<file path="config.mk">
export PLATFORM = sky130hd
export DESIGN_NAME = fixed_point_seq_unit
export DESIGN_NICKNAME = d
export VERILOG_FILES = /design/src/rtl/fixed_point_seq_unit_pkg.sv /design/src/rtl/fixed_point_sqrt_step.sv /design/src/rtl/fixed_point_seq_unit.sv
export SDC_FILE = /design/constraint.sdc
export NUM_CORES = 1
export LEC_CHECK = 0
export BUFFER_PORTS_ARGS = -buffer_cell sky130_fd_sc_hd__buf_2
export CORE_MARGIN = 8
export CORE_UTILIZATION = 50
export DETAILED_ROUTE_END_ITERATION = 8
export GPL_TIMING_DRIVEN = 0
export PLACE_DENSITY = 0.68
export REMOVE_ABC_BUFFERS = 1
export SYNTH_ARGS = -nofsm -noshare
export SYNTH_HDL_FRONTEND = slang
export SYNTH_HIERARCHICAL = 1
export SYNTH_SLANG_ARGS = --single-unit
</file>
<file path="constraint.sdc">
create_clock -name clk -period 5.2 [get_ports clk]
set_input_delay 0.26 -clock clk [delete_from_list [all_inputs] [get_ports clk]]
set_output_delay 0.26 -clock clk [all_outputs]
set_load 0.005 [all_outputs]
</file>
<file path="src/rtl/fixed_point_seq_unit_pkg.sv">
// Shared encodings for the multi-cycle fixed-point unit: operation codes and FSM states.
package fixed_point_seq_unit_pkg;

    typedef enum logic [1:0] {
        FPU_ADD  = 2'd0,
        FPU_SUB  = 2'd1,
        FPU_MUL  = 2'd2,
        FPU_SQRT = 2'd3
    } fpu_op_e;

    typedef enum logic [1:0] {
        ST_IDLE = 2'd0,
        ST_MUL  = 2'd1,
        ST_SQRT = 2'd2,
        ST_DONE = 2'd3
    } fpu_state_e;

endpackage

</file>
<file path="src/rtl/fixed_point_sqrt_step.sv">
// One digit-by-digit square-root iteration: brings down a bit pair and resolves one root bit.
module fixed_point_sqrt_step #(
    parameter int RTW = 21
) (
    input  logic [RTW+1:0] i_rem,
    input  logic [RTW-1:0] i_root,
    input  logic [1:0]     i_pair,
    output logic [RTW+1:0] o_rem,
    output logic [RTW-1:0] o_root
);

    localparam int RW = RTW + 2;

    logic [RW+1:0] w_shifted;
    logic [RW+1:0] w_trial;
    logic          w_ge;

    // Remainder stays below 2^RTW before each shift, so the wide view never loses bits.
    assign w_shifted = {i_rem, i_pair};
    assign w_trial   = {2'b00, i_root, 2'b01};
    assign w_ge      = (w_shifted >= w_trial);

    assign o_rem  = w_ge ? RW'(w_shifted - w_trial) : RW'(w_shifted);
    assign o_root = {i_root[RTW-2:0], w_ge};

endmodule

</file>
<file path="src/rtl/fixed_point_seq_unit.sv">
// Multi-cycle unsigned Q fixed-point ADD/SUB/MUL/SQRT with start/busy/ready handshake.
// Optional build macro FIXED_POINT_SATURATE_EN selects saturating ADD/SUB/MUL instead of wrap/truncate.
//
//   state   | meaning
//   --------+-----------------------------------------------
//   ST_IDLE | waiting for start; ADD/SUB resolve here
//   ST_MUL  | shift-add, one multiplier bit per cycle
//   ST_SQRT | one root bit per cycle
//   ST_DONE | ready pulse, result valid, back to idle
module fixed_point_seq_unit
    import fixed_point_seq_unit_pkg::*;
#(
    parameter int WIDTH = 32,
    parameter int FBITS = 10
) (
    input  logic             clk,
    input  logic             reset,
    input  logic             start,
    input  logic [1:0]       operation,
    input  logic [WIDTH-1:0] operand_1,
    input  logic [WIDTH-1:0] operand_2,
    output logic [WIDTH-1:0] result,
    output logic             ready,
    output logic             busy
);

    localparam int NW  = WIDTH + FBITS;
    localparam int RTW = NW / 2;
    localparam int RW  = RTW + 2;
    localparam int CW  = $clog2(((WIDTH > RTW) ? WIDTH : RTW) + 1);
`ifdef FIXED_POINT_SATURATE_EN
    localparam int AW  = 2 * WIDTH;
`else
    localparam int AW  = NW;
`endif

    if (((NW % 2) != 0) || (WIDTH < 8) || (FBITS < 1) || (FBITS >= WIDTH)) begin : g_bad_params
        $error("fixed_point_seq_unit: WIDTH+FBITS must be even, WIDTH>=8, 0<FBITS<WIDTH");
    end

    fpu_state_e       r_state;
    fpu_state_e       w_state_next;
    logic [CW-1:0]    r_count;
    logic [AW-1:0]    r_mcand;
    logic [WIDTH-1:0] r_mplier;
    logic [AW-1:0]    r_acc;
    logic [NW-1:0]    r_rad;
    logic [RW-1:0]    r_rem;
    logic [RTW-1:0]   r_root;
    logic [WIDTH-1:0] r_result;

    logic             w_last;
    logic [AW-1:0]    w_acc_next;
    logic [RW-1:0]    w_rem_next;
    logic [RTW-1:0]   w_root_next;
    logic [WIDTH-1:0] w_add_res;
    logic [WIDTH-1:0] w_sub_res;
    logic [WIDTH-1:0] w_mul_res;

    assign w_last     = (r_count == CW'(1));
    assign w_acc_next = r_acc + (r_mplier[0] ? r_mcand : '0);

`ifdef FIXED_POINT_SATURATE_EN
    logic [WIDTH:0] w_sum;
    logic [WIDTH:0] w_diff;

    assign w_sum     = {1'b0, operand_1} + {1'b0, operand_2};
    assign w_diff    = {1'b0, operand_1} - {1'b0, operand_2};
    assign w_add_res = w_sum[WIDTH]  ? '1 : w_sum[WIDTH-1:0];
    assign w_sub_res = w_diff[WIDTH] ? '0 : w_diff[WIDTH-1:0];
    assign w_mul_res = (|w_acc_next[AW-1:NW]) ? '1 : w_acc_next[NW-1:FBITS];
`else
    assign w_add_res = operand_1 + operand_2;
    assign w_sub_res = operand_1 - operand_2;
    assign w_mul_res = w_acc_next[NW-1:FBITS];
`endif

    fixed_point_sqrt_step #(
        .RTW (RTW)
    ) u_sqrt_step (
        .i_rem  (r_rem),
        .i_root (r_root),
        .i_pair (r_rad[NW-1:NW-2]),
        .o_rem  (w_rem_next),
        .o_root (w_root_next)
    );

    always_ff @(posedge clk) begin
        if (reset) begin
            r_state <= ST_IDLE;
        end else begin
            r_state <= w_state_next;
        end
    end

    always_comb begin
        w_state_next = r_state;
        busy         = 1'b0;
        ready        = 1'b0;
        case (r_state)
            ST_IDLE: begin
                if (start) begin
                    case (fpu_op_e'(operation))
                        FPU_MUL:  w_state_next = ST_MUL;
                        FPU_SQRT: w_state_next = ST_SQRT;
                        default:  w_state_next = ST_DONE;
                    endcase
                end
            end
            ST_MUL, ST_SQRT: begin
                busy = 1'b1;
                if (w_last) begin
                    w_state_next = ST_DONE;
                end
            end
            ST_DONE: begin
                ready        = 1'b1;
                w_state_next = ST_IDLE;
            end
            default: w_state_next = ST_IDLE;
        endcase
    end

    always_ff @(posedge clk) begin
        if (reset) begin
            r_count  <= '0;
            r_mcand  <= '0;
            r_mplier <= '0;
            r_acc    <= '0;
            r_rad    <= '0;
            r_rem    <= '0;
            r_root   <= '0;
            r_result <= '0;
        end else begin
            case (r_state)
                ST_IDLE: begin
                    if (start) begin
                        case (fpu_op_e'(operation))
                            FPU_ADD: r_result <= w_add_res;
                            FPU_SUB: r_result <= w_sub_res;
                            FPU_MUL: begin
                                r_mcand  <= AW'(operand_1);
                                r_mplier <= operand_2;
                                r_acc    <= '0;
                                r_count  <= CW'(WIDTH);
                            end
                            default: begin
                                r_rad   <= {operand_1, {FBITS{1'b0}}};
                                r_rem   <= '0;
                                r_root  <= '0;
                                r_count <= CW'(RTW);
                            end
                        endcase
                    end
                end
                ST_MUL: begin
                    r_acc    <= w_acc_next;
                    r_mcand  <= r_mcand << 1;
                    r_mplier <= r_mplier >> 1;
                    r_count  <= r_count - CW'(1);
                    if (w_last) begin
                        r_result <= w_mul_res;
                    end
                end
                ST_SQRT: begin
                    r_rem   <= w_rem_next;
                    r_root  <= w_root_next;
                    r_rad   <= r_rad << 2;
                    r_count <= r_count - CW'(1);
                    if (w_last) begin
                        r_result <= WIDTH'(w_root_next);
                    end
                end
                default: ;
            endcase
        end
    end

    assign result = r_result;

endmodule

</file>
==> summary.txt, run 1 <==
Run status
  – Status: finished, final reports clean

Clock tree
  – Post-CTS Repair Setup Buffers: 0
  – Clock root buffer: clkbuf_16
  – Clock tree from TritonCTS: yes
  – Clock transition at the registers of the reported paths: 60 ps
  – Max Buffers Root-to-Sink: 3
  – Clock net sink count: 232
  – Clock insertion delay at the later pin of the skew report: 550 ps
  – Level count of the clock H-tree: 1
  – Total clock buffers created by CTS: 27
  – Hold buffer count at CTS: 2
  – Post-cts sizing count: 0

Die
  – Floorplan core area: 0.0325 sq mm
  – Num rows: 66
  – I/O pins: 103
  – Initial core utilization: 50.6%
  – Horiz. Die Dim: 198 um
  – Vertical extent of the die: 198 um
  – Overall die area: 0.0390 sq mm

Logic synthesis
  – Mean post-synth cell area: 7.81 sq um
  – Number of cells produced by synthesis: 2109
  – Count of cell types in the netlist: 89
  – Yosys top cell area share: 28.2%
  – Cell type with the largest total area after synthesis: dfxtp_1
  – FF+latch count, synth: 232
  – Number of synthesized flops with an enable pin: 0
  – Mapped Area: 0.0165 sq mm
  – Part of the Yosys area used for sequential elements: 28.2%
  – Yosys warns: 6
  – Main flop type after synthesis: dfxtp_1
  – Post-synthesis async set-or-reset flop share: 0%
  – Top area cells in the synthesized netlist: dfxtp_1 28%, ha_1 7.7%, a21oi_1 6.0%, mux2i_1 5.8%, nor2_1 5.1%

Layout
  – Fraction of layout cells with a size suffix above 1: 10.2%
  – Leading cell type in the layout, fill and taps excluded: dfxtp_1
  – Layout Nets: 2267
  – Area growth, synth to finish: 9.74%
  – Most frequent cells in the layout: 231 x dfxtp_1, 223 x nor2_1, 198 x a21oi_1

Power and ir drop
  – Max IR drop VDD: 0.413 mV
  – Power, Total: 8.83 mW
  – Power Density: 488 mW/mm^2
  – Leakage power: 7.15 nW

Placed design
  – DP HPWL: 36400 um
  – Number of I/O port buffers: 102
  – Routability congestion estimate from global placement: 0.917

Global route
  – Maximum number of pins on one net before global-route repair: 113
  – First-pass GRT wire length: 79800 um
  – Antenna violations before repair: 1
  – Grt ovf: 0
  – GRT Resource Usage Total: 24.7%
  – Via count of the first global-routing pass: 14800

Worst setup path
  – Worst endpoint data arrival time: 4920 ps
  – Largest fanout of any net on the critical path: 26
  – Type of element capturing the critical path: flip-flop
  – Endpoint required time on the critical path: 5700 ps
  – Register-to-register setup slack: 780 ps
  – Critical R2R Capture: result[30]
  – Startpoint Class: flip-flop
  – Reg-to-Reg Start: r_state[1]
  – Number of cells traversed by the worst register-to-register path: 9
  – Critical path type: flip-flop to flip-flop

Drt
  – Antenna viol nets, final: 0
  – Total Wirelength: 49900 um
  – DRC Markers: 0
  – Routed via count: 15400
  – Vias per cell: 6.03
  – Routed wire per std cell: 19.5 um
  – Number of iterations in the first detailed-routing pass: 6
  – DRT iter0 DRCs: 1177

Timing
  – Max-Slew Margin vs Limit: 17.7%
  – Max Clock Skew: 15.3 ps
  – Fin. Hold Viols: 0
  – Final Slew Violations: 0
  – Transition time at the pin with the least slew margin: 1230 ps
  – Period utilisation layout: 85.0%
  – Worst hold slack: 46.9 ps
  – FMAX: 0.226 GHz
  – Unrepaired setup endpoints after global routing: no
  – Fin crit period: 4420 ps
  – Final setup fails: 0

Worst hold path
  – Worst min-delay path endpoint: r_rad[11]
  – Startpoint of the most critical hold path: operand_1[1]
  – Depth of the worst hold-timing path: 3
  – Kind of path behind the tightest hold check: primary input to flip-flop

Job
  – Number of max-cap violations: 0
-- power breakdown --
| part | switching (mW) | internal [mW] |
|---|---|---|
| Combinational | 2.77 | 1.69 |
| Clock | 0.777 | 1.09 |
| Sequential | 0.316 | 2.18 |
| Total | 3.87 | 4.96 |
-- layout make-up --
class | count | area [sq um]
multi-input cells | 1656 | 11000
diodes | 2 | 5.00
flip-flops and latches | 232 | 4650
repair buffers | 117 | 846
clock inverters | 6 | 62.6
well taps | 442 | 553
clock buffers | 38 | 787
inverters | 60 | 225
fillers | 3141 | 14500
-- critical path, stage by stage (launching register included) --
cell,delay [ps]
dfxtp_1,430
inv_1,120
ha_1,980
nor2_1,170
a21oi_1,250
nand3_1,890
nor2_1,1000
nand2_1,110
o41ai_1,280
a21o_1,120
-- state kept, by name, indices dropped and copies added, names as in the netlist --
name / count
r_acc: 42
r_count: 6
r_mcand: 42
r_mplier: 32
r_rad: 32
r_rem: 23
r_root: 21
r_state: 2
result: 32
-- cells in the mapped netlist (10+ instances only) --
master,count
or3_1,10
mux2i_1,96
dfxtp_1,232
nor2b_1,13
mux2_2,12
ha_1,102
nand3_1,101
a211oi_1,107
nor3_1,46
nand2_1,186
a221oi_1,16
xnor2_1,68
a21oi_1,198
buf_1,14
a31oi_1,14
a22oi_1,14
xor2_1,38
clkbuf_1,121
and3_1,18
inv_1,58
nand4_1,19
and2_1,51
nor2_1,224
a22o_1,11
buf_4,23
o21ai_0,78
o21a_1,19
o31ai_1,14
a21o_1,41
-- layer usage --
| layer | up-vias | GRT usage [%] | part of all wire, % |
|---|---|---|---|
| met5 | - | 0 | 0 |
| met4 | 0 | 5.84 | 1.9 |
| met3 | 59 | 2.54 | 4.7 |
| met2 | 386 | 40.6 | 46 |
| met1 | 7327 | 34.5 | 48 |
| li1 | 7610 | - | - |
-- per-stage QoR --
step	instance area [sq um]	cells	util (%)	worst slack, ps	TNS, ps
after floorplan	15800	1948	-	-9440	-986680
after global placement	16800	2492	51.7	-18410	-2204150
after detailed placement	17200	2505	52.9	473	0
after CTS	18100	2551	55.5	463	0
after global routing	18100	2552	55.6	428	0
final	18100	2553	55.6	779	0
-- worst max-delay path by stage --
| stage | startpoint | endpoint | slack (ps) | cells past startpoint |
|---|---|---|---|---|
| after floorplan | r_state[1] | r_acc[37] | -9440 | 6 |
| after global placement | r_state[1] | r_acc[41] | -18410 | 6 |
| after detailed placement | r_state[1] | result[20] | 470 | 8 |
| after CTS | r_state[1] | result[20] | 460 | 8 |
| after global routing | r_state[1] | result[30] | 430 | 9 |
| final | r_state[1] | result[30] | 780 | 9 |
-- cells by family after synthesis --
kind of cell             share of synthesized area, %
buffers and inverters                            5.66
adder cells (fa/ha/maj)                          7.99
AO/OA/AOI/OAI                                    25.1
XOR/XNOR                                         5.73
multiplexers                                     6.65
flip-flops                                       28.2
AND/OR/NAND/NOR                                  20.6
Power figures use the tool's default switching activity.
==> run 2, diff against run 1 <==
--- a/config.mk
+++ b/config.mk
@@ -14,5 +14,4 @@
 export REMOVE_ABC_BUFFERS = 1
 export SYNTH_ARGS = -nofsm -noshare
 export SYNTH_HDL_FRONTEND = slang
-export SYNTH_HIERARCHICAL = 1
 export SYNTH_SLANG_ARGS = --single-unit
==> summary.txt, run 2 <==
Drt
  – Total Wirelength: 46500 um (-6.8%)
  – Routed via count: 15000 (-2.4%)
  – Vias per cell: 6.05 (+0.45%)
  – Routed wire per std cell: 18.7 um (-4.1%)
  – Antenna viol nets, final: 0 (unchanged)
  – DRC Markers: 0 (unchanged)
  – DRT iter0 DRCs: 1148 (-2.5%)
  – Number of iterations in the first detailed-routing pass: 5 (-1)

Die
  – Overall die area: 0.0381 sq mm (-2.3%)
  – Initial core utilization: 50.8% (+0.17 points)
  – Floorplan core area: 0.0316 sq mm (-2.8%)
  – Horiz. Die Dim: 195 um (-1.1%)
  – Vertical extent of the die: 195 um (-1.1%)
  – Num rows: 65 (-1.5%)
  – I/O pins: 103 (unchanged)

Worst setup path
  – Startpoint Class: flip-flop
  – Largest fanout of any net on the critical path: 43 (+65%)
  – Critical path type: flip-flop to flip-flop
  – Worst endpoint data arrival time: 5180 ps (+260 ps)
  – Total buffers and inverters traversed by the critical path: 0 (-1)
  – Endpoint required time on the critical path: 5620 ps (-80 ps)
  – Type of element capturing the critical path: flip-flop
  – Delay contributed by the slowest stage of the critical path: 1170 ps (+170 ps)
  – Top delay family on crit path: compound AO/OA/AOI/OAI gates
  – Slowest stage cell on the critical path: dfxtp_1
  – Worst-path cell chain: and2_1 > ha_1 > and3_1 > a221oi_1 > o32a_1 > nand3_2 > o31a_1 > a221oi_4 > xnor2_1 > a221oi_1 > a2111oi_0
  – Most numerous cell on the critical path: a221oi_1

Worst hold path
  – Kind of path behind the tightest hold check: primary input to flip-flop

Run status
  – Status: finished, final reports clean

Global route
  – GRT Resource Usage Total: 23.5% (-1.2 points)
  – Via count of the first global-routing pass: 14400 (-2.4%)
  – Grt ovf: 0 (unchanged)
  – First-pass GRT wire length: 75200 um (-5.8%)
  – Antenna violations before repair: 1 (unchanged)
  – Maximum number of pins on one net before global-route repair: 130 (+15%)

Layout
  – Registers with the most flip-flops: r_acc x42, r_mcand x42
  – Leading cell type in the layout, fill and taps excluded: dfxtp_1
  – Area growth, synth to finish: 11.5%
  – Most frequent cells in the layout: 232 x dfxtp_1, 227 x nor2_1, 174 x nand2_1
  – Antenna fix cells: 0 (-2)
  – Final Cell Area: 0.0179 sq mm (-0.85%)
  – Fraction of layout cells with a size suffix above 1: 9.48% (-0.71 points)
  – Layout Nets: 2229 (-1.7%)

Logic synthesis
  – Top area cells in the synthesized netlist: dfxtp_1 29%, ha_1 7.9%, mux2i_1 6.7%, nor2_1 5.3%, a21oi_1 5.0%
  – Count of cell types in the netlist: 83 (-6.7%)
  – Cell with the most instances after synthesis: dfxtp_1
  – Main flop type after synthesis: dfxtp_1
  – Post-synthesis async set-or-reset flop share: 0% (unchanged)
  – Cell type with the largest total area after synthesis: dfxtp_1
  – Number of synthesized flops with an enable pin: 0 (unchanged)
  – Yosys top cell area share: 28.9% (+0.71 points)
  – Number of cells produced by synthesis: 2039 (-3.3%)
  – Mean post-synth cell area: 7.88 sq um (+0.90%)
  – Mapped Area: 0.0161 sq mm (-2.4%)
  – Top cells by count, synth: 232 x dfxtp_1, 229 x nor2_1, 174 x nand2_1, 159 x a21oi_1, 108 x mux2i_1
  – FF+latch count, synth: 232 (unchanged)
  – Yosys warns: 0 (-6)
  – Part of the Yosys area used for sequential elements: 28.9% (+0.71 points)

Power and ir drop
  – Combinational cell fraction of total power: 63.0% (+12 points)
  – Power Density: 693 mW/mm^2 (+42%)
  – Power, Total: 12.4 mW (+41%)
  – Internal: 6.73 mW (+36%)
  – Seq pwr share: 20.8% (-7.4 points)
  – Max IR drop VDD: 2.44 mV (+490%)
  – Switching part of the total power: 45.8% (+2.0 points)
  – Switch Pwr: 5.68 mW (+47%)
  – Share of total power in the clock network: 16.2% (-5.0 points)
  – Leakage power: 7.17 nW (+0.20%)

Clock tree
  – Clock root buffer: clkbuf_16
  – Clock net sink count: 232 (unchanged)
  – Level count of the clock H-tree: 1 (unchanged)
  – Post-cts sizing count: 0 (unchanged)
  – Max Buffers Root-to-Sink: 3 (unchanged)
  – Clock transition at the registers of the reported paths: 60 ps (about the same)
  – Total clock buffers created by CTS: 28 (+3.7%)
  – Clock insertion delay at the later pin of the skew report: 580 ps (+30 ps)
  – Clock tree from TritonCTS: yes

Timing
  – Max Clock Skew: 39.0 ps (+23.7 ps)
  – Period utilisation layout: 91.6% (+6.6 points)
  – Transition time at the pin with the least slew margin: 1290 ps (+57.8 ps)
  – Final Slew Violations: 0 (unchanged)
  – Sum of negative setup slack: 0 ps (unchanged)
  – FMAX: 0.210 GHz (-7.2%)
  – Max-Slew Margin vs Limit: 14.0% (-3.7 points)
  – Fin. Hold Viols: 0 (unchanged)
  – Fin crit period: 4760 ps (+343 ps)
  – Unrepaired setup endpoints after global routing: no
  – Final setup fails: 0 (unchanged)

Job
  – Number of max-cap violations: 0 (unchanged)

Placed design
  – Number of I/O port buffers: 102 (unchanged)
  – DP HPWL: 34400 um (-5.6%)
  – Routability congestion estimate from global placement: 0.896 (-2.3%)
  – Post-Place Cell Area: 0.0169 sq mm (-1.6%)
==> run 2: cell types whose count changed after synthesis, moves of 11 or more <==
cell	delta
nand2_1	-12
a22oi_1	+23
clkbuf_1	-18
or3_1	+11
xor2_1	+19
mux2i_1	+12
nand3_1	-41
a21oi_1	-39
buf_4	-20
xnor2_1	-21
nand2b_1	+11
==> run 2: per-layer routing <==
layer / vias to the layer above / global-route usage, % / routed length, um
met3: 71 / 3.03 / 2410
li1: 7476 / - / -
met1: 7090 / 32.4 / 21900
met2: 371 / 38.1 / 20900
met4: 2 / 6.46 / 1180
met5: - / 0 / 10
==> run 2: stage by stage <==
step / hold slack [ps] / util, % / cells / worst slack [ps]
after floorplan: 329 / - / 1908 / -5800
after global placement: 443 / 52.3 / 2412 / -12630
after detailed placement: 444 / 53.5 / 2425 / 296
after CTS: 34.2 / 56.7 / 2480 / 494
after global routing: 55.7 / 56.7 / 2480 / 152
final: 56.7 / 56.7 / 2480 / 436
==> run 2: cell type report <==
class,instances,area [sq um]
clock inverter,8,115
multi-input combinational,1613,10700
clock buffer,44,851
fill,2941,13700
inverter,63,236
timing repair buffer,118,853
tap,402,503
sequential,232,4640
==> run 2: worst reg2reg max path, stage by stage (launching register included) <==
cell and delay [ps]:
dfxtp_1 1170, and2_1 280, ha_1 280, and3_1 270, a221oi_1 450, o32a_1 280
nand3_2 190, o31a_1 400, a221oi_4 470, xnor2_1 140, a221oi_1 540, a2111oi_0 140
==> run 2: logic make-up (layout without fill, tap and decap cells) <==
| group | count (synthesis) | after routing | synth area share [%] |
|---|---|---|---|
| and+or+nand+nor | 674 | 674 | 19.5 |
| DFF | 232 | 232 | 28.9 |
| AOI/OAI and AO/OA | 621 | 621 | 26.0 |
| muxes | 110 | 110 | 6.87 |
| xor gates and xnor gates | 104 | 104 | 5.67 |
| adders and majority gates | 104 | 104 | 8.19 |
| buffers and inverters | 194 | 233 | 4.86 |
==> run 2: power by group through the flow <==
stage	sequential, mW	combinational, mW	clock (mW)
after CTS	2.58	7.85	2.05
after global placement	2.54	5.73	0
after detailed placement	2.62	7.81	0
after floorplan	2.48	4.92	0
final	2.59	7.82	2.01
after global routing	2.64	8.70	2.12
==> run 2: path summary, 6_finish.rpt <==
| check | startpoint | endpoint | slack [ps] | depth (start not counted) |
|---|---|---|---|---|
| max | r_mplier[0] | result[20] | 440 | 11 |
| min | operand_2[19] | r_mplier[19] | 60 | 3 |
| max reg2reg | r_mplier[0] | result[20] | 440 | 11 |
| min reg2reg | result[11] | result[11] | 450 | 2 |
==> run 2: repair_timing <==
item                       4_1_cts  5_1_grt
hold buffers                     3        0
buffers inserted                 0        0
setup endpoints to repair        0        0
hold endpoints to repair         4        0
